--- src/rtl/cpu_dbg_pkg.sv ---
// ============================================================================
// Module : cpu_dbg_pkg
// Shared run-state and trace-entry types for the CPU run monitor.
// Rev    : 1.0
// ============================================================================
`default_nettype none

package cpu_dbg_pkg;

  typedef enum logic [1:0] {
    IDLE = 2'd0,
    BOOT = 2'd1,
    RUN  = 2'd2,
    HALT = 2'd3
  } run_state_t;

  localparam int TRACE_DW = 32;

  typedef struct packed {
    logic [TRACE_DW-1:0] pc;
    logic [TRACE_DW-1:0] ins;
    logic [TRACE_DW-1:0] result;
  } trace_entry_t;

endpackage

`default_nettype wire

--- src/rtl/cpu_run_monitor_trace_ring.sv ---
// ============================================================================
// Module : trace_ring
// Circular trace store with saturating count, wrap flag and oldest-relative read.
// Rev    : 1.0
// ============================================================================
`default_nettype none

module trace_ring #(
  parameter int DW    = 32,
  parameter int DEPTH = 16
) (
  input  logic                       clk,
  input  logic                       rst_n,
  input  logic                       i_clear,
  input  logic                       i_we,
  input  logic [3*DW-1:0]            i_wdata,
  input  logic [$clog2(DEPTH)-1:0]   i_rd_idx,
  output logic [$clog2(DEPTH):0]     o_count,
  output logic                       o_wrapped,
  output logic [3*DW-1:0]            o_rdata
);

  localparam int AW = $clog2(DEPTH);
  localparam logic [AW:0] C_FULL = (AW+1)'(DEPTH);

  logic [3*DW-1:0] r_mem [DEPTH];
  logic [AW-1:0]   r_wr_ptr;
  logic [AW:0]     r_count;
  logic            r_wrapped;
  logic [AW-1:0]   w_phys;
  logic            w_valid;

  always_ff @(posedge clk or negedge rst_n) begin
    if (!rst_n) begin
      r_wr_ptr  <= '0;
      r_count   <= '0;
      r_wrapped <= 1'b0;
    end else if (i_clear) begin
      r_wr_ptr  <= '0;
      r_count   <= '0;
      r_wrapped <= 1'b0;
    end else if (i_we) begin
      r_wr_ptr <= r_wr_ptr + AW'(1);
      if (r_count == C_FULL) begin
        r_wrapped <= 1'b1;
      end else begin
        r_count <= r_count + (AW+1)'(1);
      end
    end
  end

  // Storage is not reset; stale entries are hidden by the count gate.
  always_ff @(posedge clk) begin
    if (i_we && !i_clear) begin
      r_mem[r_wr_ptr] <= i_wdata;
    end
  end

  // Once wrapped the write pointer points at the oldest entry.
  assign w_phys  = r_wrapped ? (r_wr_ptr + i_rd_idx) : i_rd_idx;
  assign w_valid = ({1'b0, i_rd_idx} < r_count);

  assign o_rdata   = w_valid ? r_mem[w_phys] : '0;
  assign o_count   = r_count;
  assign o_wrapped = r_wrapped;

endmodule

`default_nettype wire

--- src/rtl/cpu_run_monitor.sv ---
// ============================================================================
// Module : cpu_run_monitor
// Core reset sequencer, run/instruction counters, PC trace capture and halt detect.
// Rev    : 1.0
// ============================================================================
`default_nettype none

module cpu_run_monitor
  import cpu_dbg_pkg::*;
#(
  parameter int DW          = 32,
  parameter int DEPTH       = 16,
  parameter int BOOT_CYCLES = 2,
  parameter int STALL_LIMIT = 8,
  parameter int CW          = 32
) (
  input  logic                     CLK,
  input  logic                     RST,
  input  logic                     start,
  input  logic [DW-1:0]            boot_pc,
  output logic                     cpu_rst,
  output logic [DW-1:0]            outside_pc,
  input  logic [DW-1:0]            now_pc,
  input  logic [DW-1:0]            ins,
  input  logic [DW-1:0]            result,
  output logic                     halted,
  output logic [CW-1:0]            cycle_cnt,
  output logic [CW-1:0]            instr_cnt,
  output logic [$clog2(DEPTH):0]   trace_count,
  output logic                     wrapped,
  input  logic [$clog2(DEPTH)-1:0] rd_idx,
  output logic [DW-1:0]            rd_pc,
  output logic [DW-1:0]            rd_ins,
  output logic [DW-1:0]            rd_result
);

  localparam int BW = $clog2(BOOT_CYCLES) + 1;
  localparam int SW = $clog2(STALL_LIMIT) + 1;

  run_state_t      r_state;
  logic            r_cpu_rst;
  logic            r_halted;
  logic [DW-1:0]   r_outside_pc;
  logic [CW-1:0]   r_cycle_cnt;
  logic [CW-1:0]   r_instr_cnt;
  logic [BW-1:0]   r_boot_cnt;
  logic [SW-1:0]   r_stall_cnt;
  logic            r_first;
  logic [DW-1:0]   r_pc_q;

  logic            w_restart;
  logic            w_event;
  logic [3*DW-1:0] w_rdata;

  // Restart beats a same-cycle event, so no trace write happens on a restart.
  assign w_restart = start && (r_state != BOOT);
  assign w_event   = (r_state == RUN) && !start && (r_first || (now_pc != r_pc_q));

  always_ff @(posedge CLK or negedge RST) begin
    if (!RST) begin
      r_state      <= IDLE;
      r_cpu_rst    <= 1'b1;
      r_halted     <= 1'b0;
      r_outside_pc <= '0;
      r_cycle_cnt  <= '0;
      r_instr_cnt  <= '0;
      r_boot_cnt   <= '0;
      r_stall_cnt  <= '0;
      r_first      <= 1'b0;
      r_pc_q       <= '0;
    end else if (w_restart) begin
      r_state      <= BOOT;
      r_cpu_rst    <= 1'b1;
      r_halted     <= 1'b0;
      r_outside_pc <= boot_pc;
      r_cycle_cnt  <= '0;
      r_instr_cnt  <= '0;
      r_boot_cnt   <= BW'(BOOT_CYCLES - 1);
      r_stall_cnt  <= '0;
      r_first      <= 1'b0;
    end else begin
      case (r_state)
        BOOT: begin
          if (r_boot_cnt == '0) begin
            r_state   <= RUN;
            r_cpu_rst <= 1'b0;
            r_first   <= 1'b1;
          end else begin
            r_boot_cnt <= r_boot_cnt - BW'(1);
          end
        end
        RUN: begin
          r_pc_q <= now_pc;
          if (r_cycle_cnt != '1) begin
            r_cycle_cnt <= r_cycle_cnt + CW'(1);
          end
          if (w_event) begin
            if (r_instr_cnt != '1) begin
              r_instr_cnt <= r_instr_cnt + CW'(1);
            end
            r_stall_cnt <= '0;
            r_first     <= 1'b0;
          end else begin
            r_stall_cnt <= r_stall_cnt + SW'(1);
            if (r_stall_cnt == SW'(STALL_LIMIT - 2)) begin
              r_state   <= HALT;
              r_halted  <= 1'b1;
              r_cpu_rst <= 1'b1;
            end
          end
        end
        IDLE, HALT: begin
          r_cpu_rst <= 1'b1;
        end
        default: begin
          r_state   <= IDLE;
          r_cpu_rst <= 1'b1;
        end
      endcase
    end
  end

  trace_ring #(
    .DW    (DW),
    .DEPTH (DEPTH)
  ) u_trace_ring (
    .clk       (CLK),
    .rst_n     (RST),
    .i_clear   (w_restart),
    .i_we      (w_event),
    .i_wdata   ({now_pc, ins, result}),
    .i_rd_idx  (rd_idx),
    .o_count   (trace_count),
    .o_wrapped (wrapped),
    .o_rdata   (w_rdata)
  );

  assign cpu_rst    = r_cpu_rst;
  assign outside_pc = r_outside_pc;
  assign halted     = r_halted;
  assign cycle_cnt  = r_cycle_cnt;
  assign instr_cnt  = r_instr_cnt;
  assign rd_pc      = w_rdata[3*DW-1:2*DW];
  assign rd_ins     = w_rdata[2*DW-1:DW];
  assign rd_result  = w_rdata[DW-1:0];

endmodule

`default_nettype wire

--- config.mk ---
export PLATFORM = sky130hd
export DESIGN_NAME = cpu_run_monitor
export DESIGN_NICKNAME = d
export VERILOG_FILES = /design/src/rtl/cpu_dbg_pkg.sv /design/src/rtl/cpu_run_monitor_trace_ring.sv /design/src/rtl/cpu_run_monitor.sv
export SDC_FILE = /design/constraint.sdc
export NUM_CORES = 2
export LEC_CHECK = 0
export ABC_AREA = 1
export CAP_MARGIN = 20
export CORE_ASPECT_RATIO = 0.6
export CORE_MARGIN = 5
export CORE_UTILIZATION = 50
export CTS_CLUSTER_SIZE = 14
export DETAILED_ROUTE_END_ITERATION = 8
export PLACE_DENSITY = 0.71
export SLEW_MARGIN = 20
export SYNTH_ARGS = -nofsm -noshare
export SYNTH_HDL_FRONTEND = slang
export SYNTH_HIERARCHICAL = 1
export SYNTH_SLANG_ARGS = --single-unit
--- constraint.sdc ---
create_clock -name CLK -period 6.9 [get_ports CLK]
set_input_delay 1.035 -clock CLK [delete_from_list [all_inputs] [get_ports CLK]]
set_output_delay 1.035 -clock CLK [all_outputs]
set_load 0.1 [all_outputs]
After elaboration in Yosys (flattened, before gate mapping). Memory sizes are Yosys's and may differ from the RTL's. Cells that the tools add are included.

Word-level logic and storage cells: 108. Memory bits (writable): 1536. Memories kept: 1. Output and inout bits: 200. Memory bits (read-only): 0. Bits in latches: 0. Bits in registers: 149. Input port bits: 135.

Shift-type cells: 0. Reduce and logical (&&, ||, !) cells: 28. Bitwise gates (word level): 1. Mux-type cells: 41. Eq/ne operators: 16. Div/mod/pow operators: 0. Add/subtract/negate cells: 7. Multipliers: 0. $lt $le $gt $ge: 1.

Memory list: u_trace_ring.r_mem (depth 16, width 96, rd ports 1, clocked after memory_dff 0, wr ports 1, line cpu_run_monitor_trace_ring.sv:26) `logic [3*DW-1:0] r_mem [DEPTH];`.

Operators by type and width (count): $mux W32 (7); $mux W96 (1); $add A32 B1 Y32 const B (2); $ne A32 B32 Y1 const B (2); $ne A32 B32 Y1 (1); $mux W4 (6); $mux W5 (3); $mux W1 (14); $mux W2 (7); $reduce_bool A2 Y1 (7); $reduce_and A3 Y1 (4); $reduce_and A2 Y1 (5); $add A4 B1 Y4 const B (2); $ne A2 B1 Y1 const B (4); $ne A3 B1 Y1 const B (2); $ne A3 B2 Y1 const B (2); $add A5 B1 Y5 const B (1); $eq A5 B5 Y1 const B (1); $lt A4 B5 Y1 (1); $add A4 B4 Y4 (1); $eq A2 B2 Y1 const B (2); $eq A4 B3 Y1 const B (1); $logic_and A1 B1 Y1 (4); $logic_not A2 Y1 (2); other kinds (11) (12).

Longest topological paths before layout.
Depth in word-level cells: 6. Mapped depth: 17. Gate-level depth less buffers: 17.

Cells and area by module. The synthesis kept the hierarchy.

Modules (own cells, without submodules): trace_ring (sequential area each 46374.5 um^2, area an instance 62484.9 um^2, instances 1, cells an instance 5199); cpu_run_monitor (sequential area each 3479.6 um^2, area an instance 7937.6 um^2, instances 1, cells an instance 1145).

Worst setup path before layout. Ideal clock, no wire load.

Path type: input -> register. From: input start. To: memory u_trace_ring/r_mem[0][0] in the netlist's numbering, enable pin. Data required time: 6.348 ns. Arrival: 6.341 ns. Buffers on the path: 1. Library setup time: 0.552 ns. Stages: 8. Slack: 0.007 ns. Cell sequence: nor2_1 -> clkbuf_1 -> nand2_1 -> inv_1 -> inv_1 -> nor2_1 -> nand2_1 -> nor2_1.

Word-level cells in the longest chain between the ends: 6. Elaborated cells on any way between the ends: 8. Those cells by class: 2 x mux; 6 x reduce/logical.

Ends and longest elaborated chain: start: declaration (line cpu_run_monitor.sv:19) `input logic start,`; $logic_not A1 Y1 (line cpu_run_monitor.sv:57) `assign w_event = (r_state == RUN) && !start && (r_first || (now_pc != r_pc_q));`; $logic_and A1 B1 Y1 (2 in series) (line cpu_run_monitor.sv:57); net w_event (line cpu_run_monitor.sv:52) `logic w_event;`; $logic_and A1 B1 Y1 (line cpu_run_monitor_trace_ring.sv:54) `if (i_we && !i_clear) begin`; $mux W1 (line cpu_run_monitor_trace_ring.sv:54); $mux W1 (not written as such) (line cpu_run_monitor_trace_ring.sv:55) `r_mem[r_wr_ptr] <= i_wdata;`; end: declaration (line cpu_run_monitor_trace_ring.sv:26).

The timed path passes the listed nets, and every way through them passes these cells.

Worst setup path after layout.
From: register u_trace_ring.r_wrapped (netlist: u_trace_ring/o_wrapped). To: output rd_ins[21].

Word-level cells in the longest chain between the ends: 3.

Ends and longest elaborated chain: start: declaration (line cpu_run_monitor_trace_ring.sv:29) `logic r_wrapped;`; start signal: assignment (line cpu_run_monitor_trace_ring.sv:37) `r_wrapped <= 1'b0;`; start signal: assignment (line cpu_run_monitor_trace_ring.sv:41) `r_wrapped <= 1'b0;`; start signal: assignment (line cpu_run_monitor_trace_ring.sv:45) `r_wrapped <= 1'b1;`; $mux W4 (line cpu_run_monitor_trace_ring.sv:60) `assign w_phys = r_wrapped ? (r_wr_ptr + i_rd_idx) : i_rd_idx;`; $mem_v2 Z16 W96; $mux W96 (line cpu_run_monitor_trace_ring.sv:63) `assign o_rdata = w_valid ? r_mem[w_phys] : '0;`; end: declaration (line cpu_run_monitor.sv:33) `output logic [DW-1:0] rd_ins,`.

Every way passes these cells.

==> flow_summary.ini <==
[synth]
syn_avg_cell_area_um2 = 11.1
async_flop_share_pct = 8.84
synth-main-ff-cell = edfxtp_1
synth_edf_count = 1536
ys_seq_area_share_pct = 70.8
yosys_warnings = 6
synthCells = 6344
ys_seq_elements = 1685
synth_cell_types = 42
netlist_area_mm2 = 0.0704
synth_nets = 6497

[placed_design]
dpl_cell_area_mm2 = 0.0763
hpwl_mm = 105
preCtsSetupSlack_ns = 1.10
place.gp.congestion = 0.948
placed_cells = 8307
io_buffer_count = 334

[clock_network]
clk_pin_slew_ns = 0.06
root_buffer = clkbuf_16
htree_levels = 4
ctsResizeCount = 0
clk_path_buf_depth = 3
cts_tree = done
numCtsBuffers = 154
cts_sinks = 1685
ctsHoldBuffers = 0
clkLatencyLatePin_ns = 0.80
cts_setup_buffers = 0

[critical_path]
path_cells = inv_1 > nand2_8 > buf_4 > nand3_1 > nand3_1 > nand3_1 > nand3_1 > nand2_1 > nor2_1 > buf_4
worst-path-max-fanout = 73
critPathMostFrequentCell = nand3_1
crit_arrival_ns = 4.85
crit_path_top_delay_cell = buf_4
crit_type = flip-flop to primary output
cp_top_family = buffers and inverters
end_kind = primary output
slowest_delay_ns = 0.91
worstPathRequired_ns = 5.86
start_kind = flip-flop
crit_buf_inv = 3

[min_path]
holdCritPathClass = input pin to async pin

[layout]
n_fill_cell = 11245
area_growth_pct = 15.0
layout_common_cells = 2034 x nand2_1, 1536 x edfxtp_1, 1494 x nand3_1, 333 x nor2_1, 237 x clkdlybuf4s50_1
ff_latch_area_mm2 = 0.0499
final_nets = 6727
final_common_cell = nand2_1
layout-drive-gt1-share_pct = 7.28
multi_input_area_mm2 = 0.0184
fin_util_pct = 58.0
final-instance-count-excl-fill = 8598
stdcell_area_mm2 = 0.0810

[detailed_routing]
final_antenna_net_count = 0
wl_per_cell_um = 22.7
first_iter_violations = 6221
remaining_drc_errors = 0
vias_per_cell = 5.79
vias = 49815
firstDrtPassIters = 6
routed_wl_mm = 195

[timing]
fin_setup_tns_ns = 0
post-route-min-period_ns = 5.88
rsz0062_at_grt = no
hold-worst-slack_ns = 0.320
setup_ws_ns = 1.02
tightest_slew_ns = 1.16
setup_violations = 0
slew_viol_final = 0
hold_viol = 0
slew_headroom_pct = 22.6
period_share_pct = 85.3
max_freq_mhz = 170
fin_worst_skew_ns = 0.0283

[die]
die_h_um = 301
core_mm2 = 0.140
rows = 106
die_area_mm2 = 0.149
start_util_pct = 50.4
pin_count = 335
die_w_um = 495

[pwr]
peakVddDrop_mv = 0.233
p_total_mw = 24.7
p_leak_nw = 29.6
power_frac_comb_pct = 19.5
power_switching_mw = 7.75
switching_share_pct = 31.3
p_seq_share_pct = 47.7
powerDensity_mw_per_mm2 = 305
clockPowerShare_pct = 32.9
p_int_mw = 17.0

[global_routing]
grt_pass1_vias = 46884
grt_pass1_wl_mm = 294
track_usage_pct = 25.8
antenna_found_initial = 20
grt_max_degree = 137
gr-total-overflow = 0

[flow_run]
cap_violations = 0

[run_status]
status = finished clean
[cell type report]
type                    instances  area share (%)
well taps                    1890            2.92
flip-flops and latches       1685            61.5
clock buffers                 201            5.06
multi-input cells            4139            22.7
diodes                         14          0.0432
inverters                     134           0.621
repair buffers                460            6.38
clock inverters                75           0.704
[synth_stat cells, types with 17 or more instances]
cell type / number / area share [%]
nor3_1: 22 / 0.16
nand2_1: 2035 / 11
xnor2_1: 21 / 0.26
edfxtp_1: 1536 / 65
nor2_1: 350 / 1.9
ha_1: 17 / 0.30
clkbuf_1: 57 / 0.30
a21oi_1: 20 / 0.14
nand4_1: 57 / 0.51
buf_2: 307 / 2.2
inv_1: 119 / 0.63
o21ai_1: 30 / 0.21
dfrtp_1: 148 / 5.3
o21ai_0: 37 / 0.26
nand3_1: 1494 / 11
[flip-flops by register name (all words and copies together), names as in the netlist]
register                flops
u_trace_ring/r_mem       1536
cycle_cnt                  32
instr_cnt                  32
outside_pc                 32
r_pc_q                     32
u_trace_ring/o_count        5
r_stall_cnt                 4
u_trace_ring/r_wr_ptr       4
r_boot_cnt                  2
r_state                     2
cpu_rst                     1
halted                      1
r_first                     1
u_trace_ring/o_wrapped      1
[power groups by stage]
stage | registers, mW | logic [mW] | clock network [mW]
global placement | 12.0 | 4.73 | 0
detailed placement | 12.0 | 4.80 | 0
floorplan | 13.3 | 2.06 | 0
global route | 11.8 | 5.11 | 8.69
CTS | 11.8 | 4.81 | 8.23
finish | 11.8 | 4.82 | 8.13
[worst register-to-register path, cell delays in order (launching register included)]
cell	delay, ns
dfrtp_1	0.36
inv_1	0.08
nand2_1	0.12
nor2_4	0.10
buf_4	0.43
nand2_1	0.45
inv_1	0.30
inv_1	0.09
nor2_1	0.34
nand2_1	0.34
nor2_4	0.62
buf_4	0.55
[per-layer routing]
metal  track usage (%)  up-vias  share of wire, %
met5                 0        -             0.025
met4              8.56        8               2.7
met3              5.36      318                10
met2              38.9     2716                45
met1              37.7    24220                42
li1                  -    22553                 -
[path summary, 6_finish.rpt]
| path | startpoint | end | slack, ns | cells past startpoint |
|---|---|---|---|---|
| max in group asynchronous | RST | r_pc_q[28] | 5.38 | 3 |
| min reg2reg | cpu_rst | cpu_rst | 0.47 | 2 |
| max reg2reg | r_state[0] | u_trace_ring/r_mem[14][89] | 2.77 | 11 |
| max | u_trace_ring/o_wrapped | rd_ins[21] | 1.02 | 10 |
| min | RST | outside_pc[26] | 0.32 | 1 |
| min in group CLK | cpu_rst | cpu_rst | 0.47 | 2 |
[cell families after synthesis]
logic type / synth area share [%]
DFF: 70.8
buffers and inverters: 3.39
and+or+nand+nor: 24.4
xor gates and xnor gates: 0.348
AOI/OAI and AO/OA: 0.734
adders and majority gates: 0.330
(Power assumes the default switching activity.)
